--- config.mk ---
export PLATFORM = sky130hd
export DESIGN_NAME = dsp_aw_channel
export DESIGN_NICKNAME = d
export VERILOG_FILES = /design/src/rtl/ic_pkg.sv /design/src/rtl/dsp_aw_slice.sv /design/src/rtl/dsp_aw_channel.sv
export SDC_FILE = /design/constraint.sdc
export NUM_CORES = 1
export LEC_CHECK = 0
export CAP_MARGIN = 20
export CORE_MARGIN = 2
export CORE_UTILIZATION = 42
export CTS_CLUSTER_DIAMETER = 60
export DETAILED_ROUTE_END_ITERATION = 10
export MAX_ROUTING_LAYER = met4
export PLACE_DENSITY = 0.81
export SLEW_MARGIN = 20
export SYNTH_ARGS = -nofsm -noshare
export SYNTH_HDL_FRONTEND = slang
export SYNTH_SLANG_ARGS = --single-unit
--- constraint.sdc ---
create_clock -name ACLK_i -period 5.9 [get_ports ACLK_i]
set_input_delay 1.18 -clock ACLK_i [delete_from_list [all_inputs] [get_ports ACLK_i]]
set_output_delay 1.18 -clock ACLK_i [all_outputs]
set_load 0.05 [all_outputs]
--- src/rtl/ic_pkg.sv ---
// Shared interconnect definitions: AXI field widths, slave-index width helper
// and the AW payload record carried between the master port and the slave arbiters.
package ic_pkg;

   localparam int AXI_ADDR_W = 32;
   localparam int AXI_ID_W   = 5;
   localparam int AXI_BURST_W = 2;
   localparam int AXI_LEN_W  = 3;
   localparam int AXI_SIZE_W = 3;

   // Width of a slave index; never below one bit so a single-slave build still has a port.
   function automatic int slv_id_w(input int slv_amt);
      return (slv_amt > 1) ? $clog2(slv_amt) : 1;
   endfunction

   typedef struct packed {
      logic [AXI_ID_W-1:0]    id;
      logic [AXI_ADDR_W-1:0]  addr;
      logic [AXI_BURST_W-1:0] burst;
      logic [AXI_LEN_W-1:0]   len;
      logic [AXI_SIZE_W-1:0]  size;
   } aw_info_t;

   localparam int AW_INFO_W = $bits(aw_info_t);

endpackage

--- src/rtl/dsp_aw_slice.sv ---
// One-entry register slice for the AW channel. Holds one payload plus the index of
// the slave it is routed to, and presents it as a one-hot valid to that slave.
module dsp_aw_slice
   import ic_pkg::*;
#(
   parameter int PAYLOAD_W = AW_INFO_W,
   parameter int SLV_AMT   = 2,
   parameter int SLV_ID_W  = 1
) (
   input  logic                 clk,
   input  logic                 rst,
   input  logic                 load,
   input  logic [PAYLOAD_W-1:0] load_payload,
   input  logic [SLV_ID_W-1:0]  load_id,
   input  logic [SLV_AMT-1:0]   out_ready,
   output logic [SLV_AMT-1:0]   out_valid,
   output logic [PAYLOAD_W-1:0] out_payload,
   output logic                 room
);

   logic                slot_vld;
   logic [SLV_ID_W-1:0] slot_id;
   logic                slot_hs;

   // Steer the stored entry to exactly one slave; the slot frees on that slave's handshake.
   always_comb begin
      out_valid = '0;
      for (int i = 0; i < SLV_AMT; i++) begin
         out_valid[i] = slot_vld && (slot_id == SLV_ID_W'(i));
      end
      slot_hs = |(out_valid & out_ready);
      room    = ~slot_vld | slot_hs;
   end

   // Load on accept (also when draining in the same cycle), otherwise empty on handshake.
   always_ff @(posedge clk) begin
      if (rst) begin
         slot_vld    <= 1'b0;
         slot_id     <= '0;
         out_payload <= '0;
      end else if (load) begin
         slot_vld    <= 1'b1;
         slot_id     <= load_id;
         out_payload <= load_payload;
      end else if (slot_hs) begin
         slot_vld <= 1'b0;
      end
   end

endmodule

--- src/rtl/dsp_aw_channel.sv ---
// Write-address dispatcher for one master port: decodes the target slave from AWADDR,
// forwards AW through a one-entry slice, strobes the W/B order FIFOs on every routed
// accept and limits the number of writes awaiting their B response.
// Build option DSP_AW_DECERR_EN: out-of-range slave indices are accepted and reported on
// dsp_AW_decerr_o/dsp_AW_decerr_id_o instead of being clamped to the last slave.
//
// Handshakes: a transfer happens on a rising edge where valid and ready are both high;
// valid never waits for ready, and the payload stays stable while valid is high and ready low.
module dsp_aw_channel
   import ic_pkg::*;
#(
   parameter int SLV_AMT           = 2,
   parameter int OUTSTANDING_AMT   = 8,
   parameter int ADDR_WIDTH        = AXI_ADDR_W,
   parameter int TRANS_MST_ID_W    = AXI_ID_W,
   parameter int TRANS_BURST_W     = AXI_BURST_W,
   parameter int TRANS_DATA_LEN_W  = AXI_LEN_W,
   parameter int TRANS_DATA_SIZE_W = AXI_SIZE_W,
   parameter int SLV_ID_W          = slv_id_w(SLV_AMT),
   parameter int SLV_ID_MSB_IDX    = 30,
   parameter int SLV_ID_LSB_IDX    = 30
) (
   input  logic                         ACLK_i,
   input  logic                         ARESET_i,
   input  logic [TRANS_MST_ID_W-1:0]    m_AWID_i,
   input  logic [ADDR_WIDTH-1:0]        m_AWADDR_i,
   input  logic [TRANS_BURST_W-1:0]     m_AWBURST_i,
   input  logic [TRANS_DATA_LEN_W-1:0]  m_AWLEN_i,
   input  logic [TRANS_DATA_SIZE_W-1:0] m_AWSIZE_i,
   input  logic                         m_AWVALID_i,
   output logic                         m_AWREADY_o,
   output logic [TRANS_MST_ID_W-1:0]    sa_AWID_o,
   output logic [ADDR_WIDTH-1:0]        sa_AWADDR_o,
   output logic [TRANS_BURST_W-1:0]     sa_AWBURST_o,
   output logic [TRANS_DATA_LEN_W-1:0]  sa_AWLEN_o,
   output logic [TRANS_DATA_SIZE_W-1:0] sa_AWSIZE_o,
   output logic [SLV_AMT-1:0]           sa_AWVALID_o,
   input  logic [SLV_AMT-1:0]           sa_AWREADY_i,
   output logic [SLV_ID_W-1:0]          dsp_AW_slv_id_o,
   output logic [TRANS_DATA_LEN_W-1:0]  dsp_AW_len_o,
   output logic                         dsp_AW_shift_en_o,
   input  logic                         dsp_B_done_i
`ifdef DSP_AW_DECERR_EN
   ,
   output logic                         dsp_AW_decerr_o,
   output logic [TRANS_MST_ID_W-1:0]    dsp_AW_decerr_id_o
`endif
);

   localparam int FLD_W     = SLV_ID_MSB_IDX - SLV_ID_LSB_IDX + 1;
   localparam int CNT_W     = $clog2(OUTSTANDING_AMT + 1);
   localparam int PAYLOAD_W = TRANS_MST_ID_W + ADDR_WIDTH + TRANS_BURST_W
                              + TRANS_DATA_LEN_W + TRANS_DATA_SIZE_W;

   logic [FLD_W-1:0]     dec_fld;
   logic [SLV_ID_W-1:0]  dec_id;
   logic [SLV_ID_W-1:0]  route_id;
   logic                 in_range;
   logic                 room;
   logic                 accept;
   logic                 push;
   logic [CNT_W-1:0]     cnt;
   logic [PAYLOAD_W-1:0] slot_payload;

   // Decode the slave index and decide where (and whether) an accepted AW is routed.
   always_comb begin
      dec_fld  = m_AWADDR_i[SLV_ID_MSB_IDX:SLV_ID_LSB_IDX];
      dec_id   = SLV_ID_W'(dec_fld);
      in_range = ({1'b0, dec_id} < (SLV_ID_W + 1)'(SLV_AMT));
`ifdef DSP_AW_DECERR_EN
      route_id = dec_id;
`else
      route_id = in_range ? dec_id : SLV_ID_W'(SLV_AMT - 1);
`endif
      m_AWREADY_o = room & (cnt < CNT_W'(OUTSTANDING_AMT)) & ~ARESET_i;
      accept      = m_AWVALID_i & m_AWREADY_o;
`ifdef DSP_AW_DECERR_EN
      push = accept & in_range;
`else
      push = accept;
`endif
      dsp_AW_shift_en_o = push;
      dsp_AW_slv_id_o   = route_id;
      dsp_AW_len_o      = m_AWLEN_i;
   end

   dsp_aw_slice #(
      .PAYLOAD_W (PAYLOAD_W),
      .SLV_AMT   (SLV_AMT),
      .SLV_ID_W  (SLV_ID_W)
   ) u_slice (
      .clk          (ACLK_i),
      .rst          (ARESET_i),
      .load         (push),
      .load_payload ({m_AWID_i, m_AWADDR_i, m_AWBURST_i, m_AWLEN_i, m_AWSIZE_i}),
      .load_id      (route_id),
      .out_ready    (sa_AWREADY_i),
      .out_valid    (sa_AWVALID_o),
      .out_payload  (slot_payload),
      .room         (room)
   );

   assign {sa_AWID_o, sa_AWADDR_o, sa_AWBURST_o, sa_AWLEN_o, sa_AWSIZE_o} = slot_payload;

   // Count writes pushed to the order FIFOs and not yet answered on B.
   always_ff @(posedge ACLK_i) begin
      if (ARESET_i) begin
         cnt <= '0;
      end else begin
         case ({push, dsp_B_done_i})
            2'b10:   cnt <= cnt + CNT_W'(1);
            2'b01:   if (cnt != '0) cnt <= cnt - CNT_W'(1);
            default: cnt <= cnt;
         endcase
      end
   end

`ifdef DSP_AW_DECERR_EN
   // Report an unroutable AW one cycle after it was accepted, tagged with its master ID.
   always_ff @(posedge ACLK_i) begin
      if (ARESET_i) begin
         dsp_AW_decerr_o    <= 1'b0;
         dsp_AW_decerr_id_o <= '0;
      end else begin
         dsp_AW_decerr_o <= accept & ~in_range;
         if (accept & ~in_range) dsp_AW_decerr_id_o <= m_AWID_i;
      end
   end
`endif

   a_b_done_needs_outstanding : assert property (
      @(posedge ACLK_i) disable iff (ARESET_i) !(dsp_B_done_i && cnt == '0));

endmodule
# Word-level counts from Yosys, hierarchy flattened
# Index checks and enable logic that the tools add are counted.
[word_totals]
ramBits = 0
mem_bits_ro = 0
n_memories = 0
latch_bits = 0
ff_bits = 51
word_cells = 29
[classes]
magnitude_cmp = 1
n_bitwise = 8
n_div = 0
eq_ne = 3
mux = 4
n_mul = 0
reduce_logical = 7
n_addsub = 2
shift = 0
[ops]
columns = ["operator", "count"]
rows = [
  ["4-bit case mux with 2 select lines", 1],
  ["4-bit by 1-bit adder with 4-bit output, second input constant", 1],
  ["4-bit less-than comparator, second input constant", 1],
  ["4-bit 2-to-1 mux", 1],
  ["2-bit nonzero test", 2],
  ["4-bit nonzero test", 1],
  ["4-bit by 1-bit subtractor with 4-bit output, second input constant", 1],
  ["1-bit bitwise AND", 3],
  ["1-bit NOT", 3],
  ["2-bit bitwise AND", 1],
  ["2-bit by 1-bit equality test with 1-bit output, second input constant", 1],
  ["2-bit equality test, second input constant", 1],
  ["1-bit logical AND", 2],
  ["1-bit 2-to-1 mux", 2],
  ["2-bit inequality test, second input constant", 1],
  ["2-bit AND reduction", 1],
  ["2-bit OR reduction", 1],
  ["1-bit OR", 1],
]

# Logic depth before layout (Yosys ltp)
[logic_depth]
depth_word = 11
depth_mapped = 12
ltp_nobuf = 9

# Hierarchy
# Synthesis repeated with hierarchy kept, for this count alone.
[hier_totals]
cells_unflattened = 198
hier_area_um2 = 2065.7
[by_module_without_submodules]
columns = ["mod", "area_each_um2", "seq_area_each_um2", "cells_per_inst", "n_inst"]
rows = [
  ["dsp_aw_slice", 1707.9, 940.9, 156, 1],
  ["dsp_aw_channel", 357.8, 80.1, 42, 1],
]

# Least setup slack after synthesis
# Ideal clock, no wire load.
[synth_timing]
kind = "input to output"
from = "input port ARESET_i"
to = "output port m_AWREADY_o"
n_path_buf = 1
path_slack_ns = 2.172
required_time_ns = 4.720
cell_stages = 3
arrival_ns = 2.548
cell_sequence = "buf_6 nor2_1 a21boi_0"
[synth_between]
elab_chain_len = 2
[synth_lines]
columns = ["item", "line", "source"]
rows = [
  ["start: declaration", "dsp_aw_channel.sv:24", "input logic ARESET_i,"],
  ["1-bit NOT", "dsp_aw_channel.sv:75", "m_AWREADY_o = room & (cnt < CNT_W'(OUTSTANDING_AMT)) & ~ARESET_i;"],
  ["1-bit bitwise AND", "dsp_aw_channel.sv:75", ""],
  ["end: declaration", "dsp_aw_channel.sv:31", "output logic m_AWREADY_o,"],
]
# Every way passes these cells.

# Worst setup path after layout
[layout_timing]
from = "input port ARESET_i"
to = "output port dsp_AW_shift_en_o"
[layout_between]
elab_chain_len = 3
[layout_lines]
columns = ["item", "line", "source"]
rows = [
  ["1-bit NOT", "dsp_aw_channel.sv:75", ""],
  ["1-bit bitwise AND", "dsp_aw_channel.sv:75", ""],
  ["1-bit bitwise AND", "dsp_aw_channel.sv:76", "accept = m_AWVALID_i & m_AWREADY_o;"],
  ["end: declaration", "dsp_aw_channel.sv:41", "output logic dsp_AW_shift_en_o,"],
]
# Every way passes these cells.

==> metrics <==
DIE AREA=5270 um2; crit end category=output port; Vias/cell=4.97; worst vdd ir=169 uV; post-synth top area share=0.507; max-slew violations=0; wire length of the first global-routing pass=7.98 mm; Routed wire per std cell=13.0 um; EDFF count, synth=0; final WL=5.04 mm; Post-CTS Resized=0; Crit Path Max Fanout=55; clk sinks=50; placed cells=378; Seq/Total Area, Yosys=0.507; Initial Util=0.444; Worst-path clk slew=0.08 ns; Top Metal Used=met4; met3 WL=529 um; static leakage=1.13 nW; Post-synth top cells=91 x nand2_1, 50 x dfxtp_1, 48 x a21oi_1; row count=24; Fmax=236 MHz; I/O Pins=104; WP data required=4.72 ns; CTS tree=done; final setup violation count=0; biggest cell delay along the critical path=0.85 ns; met2 WL=2.29 mm; Post-Layout Cell Count=386; root buffer cell=clkbuf_8; worst path cell trace=buf_2, buf_4, nor3b_2, a21bo_2, inv_1, buf_4; Hold WC Path Type=reg -> reg; CP dominant cell by count=buf_4; Routability Congestion=0.795; cells after synthesis=242; Inserted Diodes=0; Cell variety after synth=26; fin crit share=0.719; largest net degree at the start of global routing=56; Yosys warning count=0; clk_lat worst skew=0.29 ns; min cycle time layout=4.24 ns; Max-cap violations=0; crit path DAT=3.06 ns; Layout area overhead=54.0%; CP startpoint kind=primary input; port bufs=103; Post-CTS Setup Bufs=0; share of post-route cells with drive strength above 1=0.0509; final hold vios=0; Total GRT Usage=0.200; initial antenna violation count=0; Post-synth ARST share=0; Util after Layout=0.684; Die W=72.6 um; drc violations=0; top-count cell post-synth=nand2_1; status=finished, final reports clean; area leader, netlist=dfxtp_1; # hold bufs at CTS=0; Power per Cell Area=330 nW/um2; Crit Path Category=in -> out; H-tree Lvls=2; number of CTS-inserted buffers=5; Main synth FF type=dfxtp_1; setup_tns=0 ns; synthesized area=1970 um2; nets@finish=387; First-pass DRT Iterations=4; DRC marker count from the first detailed-route iteration=134; number of nets with antenna violations after routing=0; RSZ-0062 raised after global routing=false; Final HPWL DP=3.39 mm; # fillers=385; measured slew at the worst slew-check pin=0.951 ns; CTS Buffer Depth=2; Die Height=72.6 um; Core Area=4440 um2; Worst slew margin=0.366; syn_nets=296; clock skew=0.00657 ns; WL met1=2.18 mm; synth top area cells=dfxtp_1 51%, nand2_1 17%, a21oi_1 12%, buf_4 3.8%, mux2_4 2.3%; slowest CP cell=a21bo_2; Congestion Overflow GR=0; syn_area_per_cell=8.16 um2; Synth Register Bits=50; via count=1,920; vias in the first global route=1,810
## report_power, final
part	internal (mW)	switching, mW	total (mW)
clock network	0.0947	0.106	0.200
logic	0.157	0.239	0.395
registers	0.380	0.0285	0.409
## cell type report
class                      count  area (um2)  area share
timing repair buffer         105        1040       0.342
sequential                    50        1000       0.329
multi-input combinational    167         830       0.273
clock buffer                   7        86.3      0.0284
tap                           52        65.1      0.0214
inverter                       4        15.0     0.00494
clock inverter                 1        5.00     0.00165
## registers in the layout, indices dropped and copies added, names as in the netlist
| signal | count |
|---|---|
| u_slice.out_payload | 45 |
| cnt | 4 |
| u_slice.slot_vld | 1 |
## routing by layer
layer,up-vias,GRT usage
met5,-,-
met4,0,0.0535
met3,4,0.0694
met2,90,0.336
met1,869,0.226
li1,957,-
## final timing paths
check	start	end	slack, ns	depth (start not counted)
setup / recovery	ARESET_i	dsp_AW_shift_en_o	1.66	6
hold / removal	u_slice.out_payload[6]$_SDFFE_PP0P_	u_slice.out_payload[6]$_SDFFE_PP0P_	0.45	2
setup reg to reg	u_slice.out_payload[38]$_SDFFE_PP0P_	cnt[3]$_SDFFE_PP0P_	2.90	9
hold reg to reg	u_slice.out_payload[6]$_SDFFE_PP0P_	u_slice.out_payload[6]$_SDFFE_PP0P_	0.45	2
## through the flow
| step | hold WS [ns] | setup slack, ns | power (mW) | area, um2 |
|---|---|---|---|---|
| final | 0.453 | 1.66 | 1.00 | 3040 |
| after global routing | 0.477 | 1.50 | 1.06 | 3040 |
| after CTS | 0.459 | 1.67 | 1.01 | 3040 |
| after detailed placement | 0.448 | 1.67 | 0.812 | 2950 |
| after global placement | 0.441 | 1.67 | 0.801 | 2950 |
| after floorplan | 0.480 | 2.17 | 0.691 | 1970 |
## critical path, delay by kind of cell
family	cells	cell delay, ns
AND/OR/NAND/NOR	1	0.10
AO/OA/AOI/OAI	1	0.85
buffers and inverters	4	0.90
## layout by cell type (no fill, tap or decap), drive strengths merged, types with 2 or more instances in the layout
cell type and instances:
inv 4, a21oi 48, mux2i 2, clkdlybuf4s50 101, mux2 4, nor2 6
ha 2, clkbuf 7, dfxtp 50, nor2b 2, nand2 91, buf 4
## cells by family (layout without fill, tap and decap cells)
group           count (synthesis)  after routing  synth area share
simple gates                  104            104             0.210
compound gates                 52             52             0.139
flops                          50             50             0.507
buf+inv                        25            117            0.0729
mux                             6              6            0.0387
fa+ha+maj                       3              3            0.0228
xor+xnor                        2              2           0.00887
Note: power is estimated with default switching activity, not from simulation.
